**src/rtl/cp0_timer_int_pkg.sv**
```systemverilog
// Shared CP0 definitions for the Count/Compare timer and the interrupt-source bus.
package cp0_timer_int_pkg;

  localparam logic [4:0]  CP0_COUNT         = 5'd9;
  localparam logic [4:0]  CP0_COMPARE       = 5'd11;
  localparam int unsigned CP0_TIMER_INT_BIT = 5;
  localparam int unsigned TIMER_INT_W       = 6;
  localparam int unsigned CP0_INT_BUS       = TIMER_INT_W;
  localparam int unsigned EXT_INT_W         = 5;
  localparam int unsigned CP0_DATA_W        = 32;

  // One MTC0 write as seen by this block, after wr_block_i qualification.
  typedef struct packed {
    logic                  en;
    logic [4:0]            addr;
    logic [CP0_DATA_W-1:0] data;
  } cp0_wr_t;

endpackage

```
**src/rtl/cp0_int_sync.sv**
```systemverilog
// N-bit multi-stage synchroniser for asynchronous level interrupt lines.
// All stages clear on the synchronous reset.
module cp0_int_sync #(
  parameter int unsigned WIDTH  = 5,
  parameter int unsigned STAGES = 2
) (
  input  logic             clk,
  input  logic             rst,
  input  logic [WIDTH-1:0] async_i,
  output logic [WIDTH-1:0] sync_o
);

  logic [STAGES-1:0][WIDTH-1:0] sync_q;
  logic [STAGES-1:0][WIDTH-1:0] sync_d;

  always_comb begin
    sync_d    = '0;
    sync_d[0] = async_i;
    for (int i = 1; i < int'(STAGES); i++) begin
      sync_d[i] = sync_q[i-1];
    end
  end

  always_ff @(posedge clk) begin
    if (rst) begin
      sync_q <= '0;
    end else begin
      sync_q <= sync_d;
    end
  end

  assign sync_o = sync_q[STAGES-1];

endmodule

```
**src/rtl/cp0_timer_int.sv**
```systemverilog
// CP0 Count/Compare timer plus external-interrupt synchronisation, driving the
// registered interrupt-pending bus and the Count/Compare MFC0 readback.
module cp0_timer_int
  import cp0_timer_int_pkg::*;
#(
  parameter int unsigned COUNT_DIV   = 2,
  parameter int unsigned SYNC_STAGES = 2
) (
  input  logic                   cpu_clk_50M,
  input  logic                   cpu_rst,
  input  logic                   we,
  input  logic [4:0]             waddr,
  input  logic [CP0_DATA_W-1:0]  wdata,
  input  logic                   wr_block_i,
  input  logic                   re,
  input  logic [4:0]             raddr,
  input  logic [EXT_INT_W-1:0]   ext_int_i,
  output logic [CP0_INT_BUS-1:0] int_o,
  output logic [CP0_DATA_W-1:0]  data_o
);

  // Wide enough for a prescaler terminal value of up to 15.
  localparam int unsigned PRE_W = 4;

  cp0_wr_t                wr;
  logic                   wr_count;
  logic                   wr_compare;
  logic                   pre_tick;
  logic                   match;
  logic [CP0_DATA_W-1:0]  count_inc;

  logic [CP0_DATA_W-1:0]  count_q,      count_d;
  logic [CP0_DATA_W-1:0]  compare_q,    compare_d;
  logic [PRE_W-1:0]       prescaler_q,  prescaler_d;
  logic                   timer_pend_q, timer_pend_d;
  logic [CP0_INT_BUS-1:0] int_q,        int_d;
  logic [EXT_INT_W-1:0]   ext_sync;

  cp0_int_sync #(
    .WIDTH  (EXT_INT_W),
    .STAGES (SYNC_STAGES)
  ) u_ext_sync (
    .clk     (cpu_clk_50M),
    .rst     (cpu_rst),
    .async_i (ext_int_i),
    .sync_o  (ext_sync)
  );

  // Timer next state: a Count write overrides the increment and cannot match;
  // a Compare write clears the pending bit even against a same-cycle match.
  always_comb begin
    wr.en      = we & ~wr_block_i;
    wr.addr    = waddr;
    wr.data    = wdata;
    wr_count   = wr.en && (wr.addr == CP0_COUNT);
    wr_compare = wr.en && (wr.addr == CP0_COMPARE);
    pre_tick   = (prescaler_q == PRE_W'(COUNT_DIV - 1));
    count_inc  = count_q + 32'd1;
    match      = pre_tick && !wr_count && (count_inc == compare_q);

    count_d      = count_q;
    compare_d    = compare_q;
    prescaler_d  = prescaler_q + PRE_W'(1);
    timer_pend_d = timer_pend_q | match;

    if (pre_tick) begin
      count_d     = count_inc;
      prescaler_d = '0;
    end
    if (wr_count) begin
      count_d     = wr.data;
      prescaler_d = '0;
    end
    if (wr_compare) begin
      compare_d    = wr.data;
      timer_pend_d = 1'b0;
    end

    int_d                    = '0;
    int_d[EXT_INT_W-1:0]     = ext_sync;
    int_d[CP0_TIMER_INT_BIT] = timer_pend_q;
  end

  always_ff @(posedge cpu_clk_50M) begin
    if (cpu_rst) begin
      count_q      <= '0;
      compare_q    <= '0;
      prescaler_q  <= '0;
      timer_pend_q <= 1'b0;
      int_q        <= '0;
    end else begin
      count_q      <= count_d;
      compare_q    <= compare_d;
      prescaler_q  <= prescaler_d;
      timer_pend_q <= timer_pend_d;
      int_q        <= int_d;
    end
  end

  assign int_o = int_q;

  // Readback shows the pre-write register value; no write bypass.
  always_comb begin
    data_o = '0;
    if (!cpu_rst && re) begin
      case (raddr)
        CP0_COUNT:   data_o = count_q;
        CP0_COMPARE: data_o = compare_q;
        default:     data_o = '0;
      endcase
    end
  end

endmodule

```
**config.mk**
```make
export PLATFORM = sky130hd
export DESIGN_NAME = cp0_timer_int
export DESIGN_NICKNAME = d
export VERILOG_FILES = /design/src/rtl/cp0_timer_int_pkg.sv /design/src/rtl/cp0_int_sync.sv /design/src/rtl/cp0_timer_int.sv
export SDC_FILE = /design/constraint.sdc
export NUM_CORES = 1
export LEC_CHECK = 0
export CORE_MARGIN = 10
export CORE_UTILIZATION = 53
export DETAILED_ROUTE_END_ITERATION = 8
export PLACE_DENSITY = 0.81
export SYNTH_ARGS = -nofsm -noshare
export SYNTH_HDL_FRONTEND = slang
export SYNTH_SLANG_ARGS = --single-unit
```
**constraint.sdc**
```tcl
create_clock -name cpu_clk_50M -period 2.9 [get_ports cpu_clk_50M]
set_input_delay 0.87 -clock cpu_clk_50M [delete_from_list [all_inputs] [get_ports cpu_clk_50M]]
set_output_delay 0.87 -clock cpu_clk_50M [all_outputs]
set_load 0.1 [all_outputs]
```
==> run_results.csv <==
group,metric,value,unit
global_routing,grtUsageTotal,21.51,%
logic_synthesis,async_reset_ff_share,0,%
placement,total_instance_count_after_detailed_placement,834,
clock_tree,ctsHtreeMaxLevel,3,
placement,dpl.hpwl,11020,um
logic_synthesis,syn-cell-area,5066,sq um
power,irDropWorstVdd,0.0002586,V
placement,finalWeightedCongestion,0.9521,
timing,finalCritPeriodShare,100.0,%
route,avgViaCountPerCell,5.817,
timing,setup_viol,1,
route,remaining_antenna_violation_count,0,
clock_tree,ctsRootBufferMaster,"clkbuf_8",
timing,timing.hold.ws,0.4472,ns
logic_synthesis,postSynthCellCount,647,
min_path,hold_crit_path_type,"reg -> reg",
critical_path,timing.critical_path.from_type,"input pin",
placement,i_o_buffers,89,
global_routing,largest_net_degree_at_the_start_of_global_routing,86,
run_status,status,"complete, but fails checks",
global_routing,global_route_wire_length_before_repair,25360,um
route,drt_first_iter_violations,486,
critical_path,timing.critical_path.to_type,"output port",
timing,final_critical_path_setup_slack,-0.0009475,ns
route,uppermost_layer_routed,"met4",
cells_and_area,drive_gt1_share,18.07,%
critical_path,critical_path_required,2.03,ns
route,met3RoutedLength,944,um
clock_tree,worst_skew_pair.late_latency,0.37,ns
critical_path,critical_path_peak_fanout,9,
placement,preCtsSetupSlack,-0.4314,ns
clock_tree,cts_hold_buffers,0,
floorplanning,dieWidth,117.8,um
clock_tree,number_of_buffers_added_by_the_clock_tree_synthesis_step,9,
power,p_total,2.355,mW
cells_and_area,instances_no_fill,854,
timing,max_slew_violation_count,0,
critical_path,critical_path.reg2reg.startpoint,"count_q[1]",
critical_path,ws_path_type,"in -> out",
clock_tree,worst_setup_hold_path_clk_slew,0.11,ns
timing,clock.fmax,344.7,MHz
critical_path,crit_path_cell_trace,"buf_6, nor4bb_4, nand3b_1, buf_6, buf_12, nor2_4, buf_12",
clock_tree,cts.sinks,85,
logic_synthesis,synth.net_count,702,
cells_and_area,layout_common_cells,"nand2_1 (90), dfxtp_1 (85), nor2_1 (46)",
route,detail_route.wl_per_cell,17.79,um
flow_run,cap_violations,0,
logic_synthesis,synth.yosys.warnings,0,
cells_and_area,layout_commonest_cell,"nand2_1",
floorplanning,design.die.area,13870,sq um
timing,skew,0.01692,ns
critical_path,worstPathArrival,2.03,ns
clock_tree,cts-root-to-sink-buffers,2,
min_path,timing.hold.worst.start,"u_ext_sync.sync_o[2]",
clock_tree,tritoncts,"yes",
global_routing,grt-ovfl-total,0,
logic_synthesis,synthDistinctLibCells,48,
critical_path,cp-startpoint,"raddr[4]",
run_status,failed_checks,"setup timing",
timing,final-hold-violation-count,0,
logic_synthesis,synth_seq_area_share,33.59,%
timing,min_period,2.901,ns
global_routing,grt_antenna_before_repair,0,
timing,rsz_0062_raised_after_global_routing,"yes",
route,met2WireLength,7557,um
power,pwr_density_cell,339.7,nW/um^2
cells_and_area,nNetsFinal,775,
floorplanning,initial_core_util,54.57,%
route,wl_met1,6332,um
route,drcViolationCount,0,
floorplanning,core_area,9284,sq um
logic_synthesis,yosys_register_bits,85,
route,dr.pass1.iters,5,
cells_and_area,area_growth,36.85,%
power,leakagePower,2.397,nW
critical_path,cpPeakStageDelay,0.26,ns
floorplanning,rows,35,
timing,fin_tns_setup,-0.0009475,ns
critical_path,cell_type_of_the_slowest_stage_on_the_worst_timing_path,"nor4bb_4",
timing,timing.max_slew.rel_slack,40.47,%
logic_synthesis,synth_edf_count,0,
floorplanning,io_pins,90,
route,num_vias,4968,
route,final_routed_wirelength_across_all_metal_layers,15190,um
cells_and_area,n_antenna_cell,0,
timing,worst-slew-pin-transition,0.8930,ns
logic_synthesis,yosys_most_used_dff,"dfxtp_1",
logic_synthesis,synth.avg_cell_area,7.830,sq um
floorplanning,die_h,117.8,um
global_routing,first_global_vias,4982,
-- synthesized netlist by cell type (all sizes together), types with 3 or more instances --
library cell / n / area, sq um
or3: 7 / 48.80
a311oi: 5 / 43.79
xnor2: 42 / 367.9
a41oi: 5 / 43.79
nor2b: 17 / 106.4
nand4: 17 / 121.4
nor3: 14 / 70.07
o31ai: 3 / 22.52
nand3: 16 / 80.08
dfxtp: 85 / 1702
o2111ai: 3 / 26.28
nand2b: 4 / 25.02
buf: 20 / 110.1
and4: 6 / 53.80
nand2: 91 / 341.6
o21ai: 7 / 35.03
xor2: 30 / 262.8
mux2i: 33 / 330.3
nor4: 14 / 93.84
clkbuf: 37 / 141.4
a31oi: 4 / 25.02
ha: 3 / 37.54
and3: 9 / 56.30
a21oi: 36 / 180.2
a211oi: 30 / 225.2
inv: 11 / 41.29
nor2: 79 / 296.5
-- stage by stage --
step	util [%]	instance area, sq um
after floorplan	-	5311
after detailed placement	71.42	6630
after global routing	74.68	6933
after CTS	74.58	6924
final	74.68	6933
after global placement	71.42	6630
-- state kept, by name, indices dropped and copies added, names as in the netlist --
| register | cells |
|---|---|
| compare_q | 32 |
| count_q | 32 |
| int_o | 6 |
| prescaler_q | 4 |
| timer_pend_q | 1 |
| u_ext_sync.sync_d | 5 |
| u_ext_sync.sync_o | 5 |
-- kinds of logic (layout without fill, tap and decap cells) --
kind of cell	count (synthesis)	count (layout)	synth area share [%]
AND/OR/NAND/NOR	286	286	27.76
AO/OA/AOI/OAI	100	100	13.16
flip-flops	85	85	33.59
XOR/XNOR	72	72	12.45
buffers and inverters	68	146	5.779
multiplexers	33	33	6.520
adder cells (fa/ha/maj)	3	3	0.7410
-- repair_timing --
item	CTS	global route
pin swaps	5	4
resized for setup	23	1
gates cloned	2	0
endpoints found under the setup margin	32	32
buffers inserted	2	0
-- layer usage --
layer	track usage, %	vias to the layer above
met1	26.25	2341
met5	0	-
met4	6.723	0
li1	-	2389
met3	3.981	33
met2	37.20	205
-- report_power, final --
group / switching [mW] / internal [mW] / total, mW
logic: 0.156 / 0.135 / 0.291
clock network: 0.510 / 0.342 / 0.853
registers: 0.0200 / 1.19 / 1.21
-- worst max-delay path: cells and delay by family --
kind	cells	cell delay (ns)
buffers and inverters	4	0.62
AND/OR/NAND/NOR	3	0.53
-- final timing paths --
kind	cells past startpoint	slack, ns	to
setup / recovery	7	-0.0009	data_o[12]
hold / removal	1	0.45	int_o[2]
setup reg to reg	9	0.33	timer_pend_q
hold reg to reg	1	0.45	int_o[2]
-- area by class of cell --
type | instances | area (sq um)
sequential | 85 | 1702
inverter | 11 | 41.29
fill | 696 | 2351
clock inverter | 7 | 68.82
multi-input combinational | 494 | 3332
clock buffer | 9 | 123.9
timing repair buffer | 119 | 1504
tap | 129 | 161.4
No activity file was read; power rests on OpenSTA's default activity.
